`src/rtl/conv1d_mac_acc.sv`:
```
// Multiply-accumulate stage of the conv1d core: bias plus n_taps signed x*w
// products, result presented on a valid/ready handshake.
module conv1d_mac_acc #(
  parameter int n_bit   = 8,
  parameter int n_taps  = 3,
  parameter int acc_bit = 18
) (
  input  logic                      clk,
  input  logic                      rst_n,
  input  logic                      start,
  input  logic signed [acc_bit-1:0] bias,
  input  logic signed [n_bit-1:0]   x_in,
  input  logic signed [n_bit-1:0]   w_in,
  input  logic                      in_valid,
  output logic                      in_ready,
  output logic signed [acc_bit-1:0] y_out,
  output logic                      out_valid,
  input  logic                      out_ready,
  output logic                      busy
);

  localparam int CNT_W = (n_taps > 1) ? $clog2(n_taps) : 1;
  localparam logic [CNT_W-1:0] LAST_TAP = CNT_W'(n_taps - 1);

  localparam logic [1:0] S_IDLE = 2'd0;
  localparam logic [1:0] S_ACC  = 2'd1;
  localparam logic [1:0] S_DONE = 2'd2;

  logic [1:0]                r_state;
  logic signed [acc_bit-1:0] r_acc;
  logic [CNT_W-1:0]          r_tap_cnt;
  logic signed [acc_bit-1:0] r_y_out;
  logic                      r_in_ready;
  logic                      r_out_valid;
  logic                      r_busy;

  logic [1:0]                w_state_nxt;
  logic signed [acc_bit-1:0] w_acc_nxt;
  logic [CNT_W-1:0]          w_tap_cnt_nxt;
  logic signed [acc_bit-1:0] w_y_out_nxt;
  logic signed [2*n_bit-1:0] w_prod;
  logic signed [acc_bit-1:0] w_prod_ext;
  logic signed [acc_bit-1:0] w_sum;

  // Full-width signed product, sign-extended; the sum wraps modulo 2^acc_bit
  always_comb begin
    w_prod     = x_in * w_in;
    w_prod_ext = acc_bit'(w_prod);
    w_sum      = r_acc + w_prod_ext;
  end

  // Next-state and datapath decode
  always_comb begin
    w_state_nxt   = r_state;
    w_acc_nxt     = r_acc;
    w_tap_cnt_nxt = r_tap_cnt;
    w_y_out_nxt   = r_y_out;
    case (r_state)
      S_IDLE: begin
        if (start) begin
          w_acc_nxt     = bias;
          w_tap_cnt_nxt = '0;
          w_state_nxt   = S_ACC;
        end else begin
          w_state_nxt   = S_IDLE;
        end
      end
      S_ACC: begin
        if (in_valid && r_in_ready) begin
          w_acc_nxt     = w_sum;
          w_tap_cnt_nxt = r_tap_cnt + CNT_W'(1);
          if (r_tap_cnt == LAST_TAP) begin
            w_y_out_nxt = w_sum;
            w_state_nxt = S_DONE;
          end else begin
            w_state_nxt = S_ACC;
          end
        end else begin
          w_state_nxt = S_ACC;
        end
      end
      S_DONE: begin
        if (out_ready) begin
          w_state_nxt = S_IDLE;
        end else begin
          w_state_nxt = S_DONE;
        end
      end
      default: begin
        w_state_nxt = S_IDLE;
      end
    endcase
  end

  // State, datapath and handshake flags; flags decode the next state so they are registered
  always_ff @(posedge clk or negedge rst_n) begin
    if (!rst_n) begin
      r_state     <= S_IDLE;
      r_acc       <= '0;
      r_tap_cnt   <= '0;
      r_y_out     <= '0;
      r_in_ready  <= 1'b0;
      r_out_valid <= 1'b0;
      r_busy      <= 1'b0;
    end else begin
      r_state     <= w_state_nxt;
      r_acc       <= w_acc_nxt;
      r_tap_cnt   <= w_tap_cnt_nxt;
      r_y_out     <= w_y_out_nxt;
      r_in_ready  <= (w_state_nxt == S_ACC);
      r_out_valid <= (w_state_nxt == S_DONE);
      r_busy      <= (w_state_nxt != S_IDLE);
    end
  end

  assign in_ready  = r_in_ready;
  assign out_valid = r_out_valid;
  assign busy      = r_busy;
  assign y_out     = r_y_out;

endmodule

```
`config.mk`:
```
export PLATFORM = sky130hd
export DESIGN_NAME = conv1d_mac_acc
export DESIGN_NICKNAME = d
export VERILOG_FILES = /design/src/rtl/conv1d_mac_acc.sv
export SDC_FILE = /design/constraint.sdc
export NUM_CORES = 1
export LEC_CHECK = 0
export CORE_ASPECT_RATIO = 0.7
export CORE_MARGIN = 2
export CORE_UTILIZATION = 58
export CTS_CLUSTER_SIZE = 25
export DETAILED_ROUTE_END_ITERATION = 12
export PLACE_DENSITY_LB_ADDON = 0.1
export SLEW_MARGIN = 40
export SYNTH_ARGS = -nofsm -noshare
export SYNTH_HDL_FRONTEND = slang
export SYNTH_SLANG_ARGS = --single-unit
```
`constraint.sdc`:
```
create_clock -name clk -period 5.4 [get_ports clk]
set_clock_uncertainty 0.1 [all_clocks]
set_input_delay 1.35 -clock clk [delete_from_list [all_inputs] [get_ports clk]]
set_output_delay 1.35 -clock clk [all_outputs]
set_load 0.01 [all_outputs]
```
* Word-level counts from Yosys, hierarchy flattened *
Index checks and enable logic that the tools add are counted.
W data, S select, Z words.

word-level totals
  flip-flop bits (word level) = 43
  input bits = 39
  output and inout port bits = 21
  logic and storage cells = 34

cells by class
  $add $sub $neg = 2
  multipliers = 1
  eq/ne operators = 7
  mux-type cells = 11
  reductions and logical operators = 6

operators by type and width
  cell                   count
  $mux W18               2
  $pmux W18 S2           1
  $add A18 B16 Y18       1
  $mul A8 B8 Y16         1
  $mux W2                5
  $eq A2 B2 Y1 const B   3
  $pmux W2 S3            1
  $reduce_and A3 Y1      2
  $eq A2 B1 Y1 const B   2
  $ne A2 B2 Y1 const B   2
  $pmux W2 S2            1
  $reduce_bool A2 Y1     2
  $add A2 B1 Y2 const B  1
  $logic_not A2 Y1       1
  $logic_and A1 B1 Y1    1
  $mux W1                1

* Logic depth before layout (Yosys ltp) *
  depth after elaboration = 5
  gate-level depth with buffers = 18
  mapped depth without buffers = 17

* Worst setup path after synthesis *
Ideal clock, no wire load.

  path kind = input to register
  start = input x_in[7]
  end = register r_y_out[15], in the netlist y_out[15]
  library setup time = 0.084 ns
  arrival = 5.790 ns
  data required time = 5.216 ns
  setup slack = -0.573 ns
  stages on the path = 15
  path buffers = 0
  cell sequence = and2_1 inv_1 fa_1 inv_1 fa_1 fa_1 fa_1 fa_1 ha_1 o21ai_2 o21a_1 o21ai_2 a21oi_2 or3b_1 a41oi_2

on the way
  cells in the longest elaborated chain, start to end = 2

RTL lines
  item                    line  source
  start: declaration      12    input logic signed [n_bit-1:0] x_in,
  $mul A8 B8 Y16          47    w_prod = x_in * w_in;
  $add A18 B16 Y18        49    w_sum = r_acc + w_prod_ext;
  end signal: assignment  109   r_y_out <= w_y_out_nxt;
  end: declaration        32    logic signed [acc_bit-1:0] r_y_out;

Every way passes these cells.
A chain may end at the register's enable or synchronous reset.

* Worst setup path in the final report *
  start = input x_in[3]
  end = register r_acc[10]

on the way
  cells in the longest elaborated chain, start to end = 4

RTL lines
  item                    line  source
  $mul A8 B8 Y16          47
  $add A18 B16 Y18        49
  $mux W18                69    if (in_valid && r_in_ready) begin
  $pmux W18 S2            58    case (r_state)
  end signal: assignment  107   r_acc <= w_acc_nxt;
  end: declaration        30    logic signed [acc_bit-1:0] r_acc;

Every way passes these cells. The select of a mux whose other input is x is not followed.

==> metrics.cfg <==
[clocking]
cts.htree.levels=2
clockBufferDepth=2
clock-sinks=43
cts.reportedPaths.clkPinSlew_ps=70
cts_hold_buf=0
root_buffer=clkbuf_16
clk_latency_ps=300
cts_tree=done
cts_buffers=5

[setup_path]
worstSetupPathType=input port to register
cp_max_fo=4
worstPathRequired_ps=5530
end_kind=register
cp_data_arrival_time_ps=5610
start_kind=input port

[route]
drt_wl_total_um=12300
num_vias=4131
dr.first_iter.drc_count=244
ant_nets=0
viasPerCell=5.22
drtPass1Iterations=5
drc=0
wire_per_inst_um=15.5

[timing]
period_needed_ps=5480
finalSetupViolCount=5
rsz0062_at_grt=yes
hold_violations=0
fin_crit_sh=1.02
fin_ws_ps=-82.1
tightest_slew_ps=754
drv_slew=0
timing.fmax_ghz=0.182
slew_headroom=0.497

[status]
status=finished with violations
violations=setup timing

[final_layout]
final_common_cell=nand2_1
final_cell_mix=nand2_1, inv_1, fa_1
fin_cells=792
synthToLayoutAreaGrowth_pct=34.7
antenna_cells=0
fin_nets=833
drive_above_1_share=0.243

[logic_synthesis]
synthFlopType=dfrtp_1
yosysWarnings=0
synth_top_area_frac=0.313
synth_edf_count=0
ys_ff_latch=43
synthesis.area_um2=5110
synth-seq-area-share=0.210
synth_fp_nets=714
synth_top_cell_by_area=fa_1
synth_area_leaders=fa_1, dfrtp_1, ha_1, inv_1, nand2_1
netlist_instances=552
synthArstFlopShare=1.00
postSynthAreaPerCell_um2=9.27
ys_types=45

[place]
place_inst=776
port_buffers=59
gp_congestion=0.878
dp_hpwl_um=9430

[floorplanning]
die_w_um=116
start_util=0.601
die_y_um=82.6
pin_count=60
rows=28
die_area_um2=9600
coreArea_um2=8510

[grt]
grt_pass1_vias=4309
grt_max_degree=44
grt_overflow_total=0
track_usage=0.274
grt_pass1_wl_um=20300
antenna_found_initial=0

[hold_path]
hold_path.class=register to register

[run]
max_cap_violations=0

==> area by class of cell <==
type                       count  area (µm²)
fill                         521        1620
inverter                      99         374
multi-input combinational    397        4010
tap                          120         150
sequential                    43        1080
clock buffer                   5         125
timing repair buffer         125        1110
clock inverter                 3        43.8
==> cells in the mapped netlist, drive strengths merged, types with 4 or more instances <==
cell and count:
a21o 8, a21oi 19, a31oi 8, and2 32, clkbuf 11, dfrtp 43
fa 80, ha 43, inv 99, nand2 98, nand2b 4, nand3 9
nor2 28, o21ai 17, o21bai 4, xnor2 10, xor2 7
==> routing by layer <==
layer | vias to the layer above | track usage | part of all wire
met5 | - | 0 | 0
met4 | 0 | 0.0536 | 0.013
met3 | 15 | 0.0431 | 0.034
met2 | 94 | 0.456 | 0.51
met1 | 2067 | 0.389 | 0.44
li1 | 1955 | - | -
==> through the flow <==
step,TNS [ps],setup slack [ps],util,cell area (µm²),hold slack (ps)
after floorplan,-654,-202,-,5190,353
after global placement,-16920,-929,0.742,6310,361
after detailed placement,-17870,-987,0.743,6320,366
after CTS,-185,-74.3,0.781,6650,378
after global routing,-1680,-227,0.810,6890,403
final,-265,-82.1,0.810,6890,376
==> sequential cells by signal (all words and copies together) (netlist names) <==
name,cells
r_acc,18
y_out,18
r_state,2
r_tap_cnt,2
busy,1
in_ready,1
out_valid,1
==> worst paths after layout <==
path                                 startpoint                    end  slack [ps]  cells after the start
hold / removal             y_out[1]$_DFFE_PN0P_   y_out[1]$_DFFE_PN0P_         380                      2
setup / recovery                        x_in[3]  r_acc[10]$_DFFE_PN0P_         -80                     18
min in group asynchronous                 rst_n  r_acc[15]$_DFFE_PN0P_         930                      1
setup reg to reg           r_acc[6]$_DFFE_PN0P_  r_acc[10]$_DFFE_PN0P_         790                     17
hold reg to reg            y_out[1]$_DFFE_PN0P_   y_out[1]$_DFFE_PN0P_         380                      2
max in group asynchronous                 rst_n   r_acc[2]$_DFFE_PN0P_        3880                      1
==> worst max-delay path, cell delays in order <==
cell and delay, ps:
buf_4 130, buf_4 130, and2_1 150, fa_2 390
fa_1 500, inv_1 70, fa_1 420, inv_1 90
fa_1 440, fa_2 560, ha_4 200, buf_4 140
a211oi_4 320, buf_4 180, o21bai_1 100, xor2_1 190
nand2_1 90, a21oi_2 140
==> kinds of logic after synthesis <==
logic type / synth area share
buffers and inverters: 0.0851
multiplexers: 0.00391
XOR/XNOR: 0.0291
adder cells (fa/ha/maj): 0.418
flip-flops: 0.210
AO/OA/AOI/OAI: 0.0920
AND/OR/NAND/NOR: 0.161
==> what timing repair did <==
item	in CTS	in global routing
buffers inserted	5	4
gates cloned	0	0
setup endpoints to repair	24	18
gates resized for setup	109	49
pin swaps	44	36
Power is left out: the tool's default activity adds up to more than one toggle a clock period on the data nets, which glitch-free logic cannot reach.
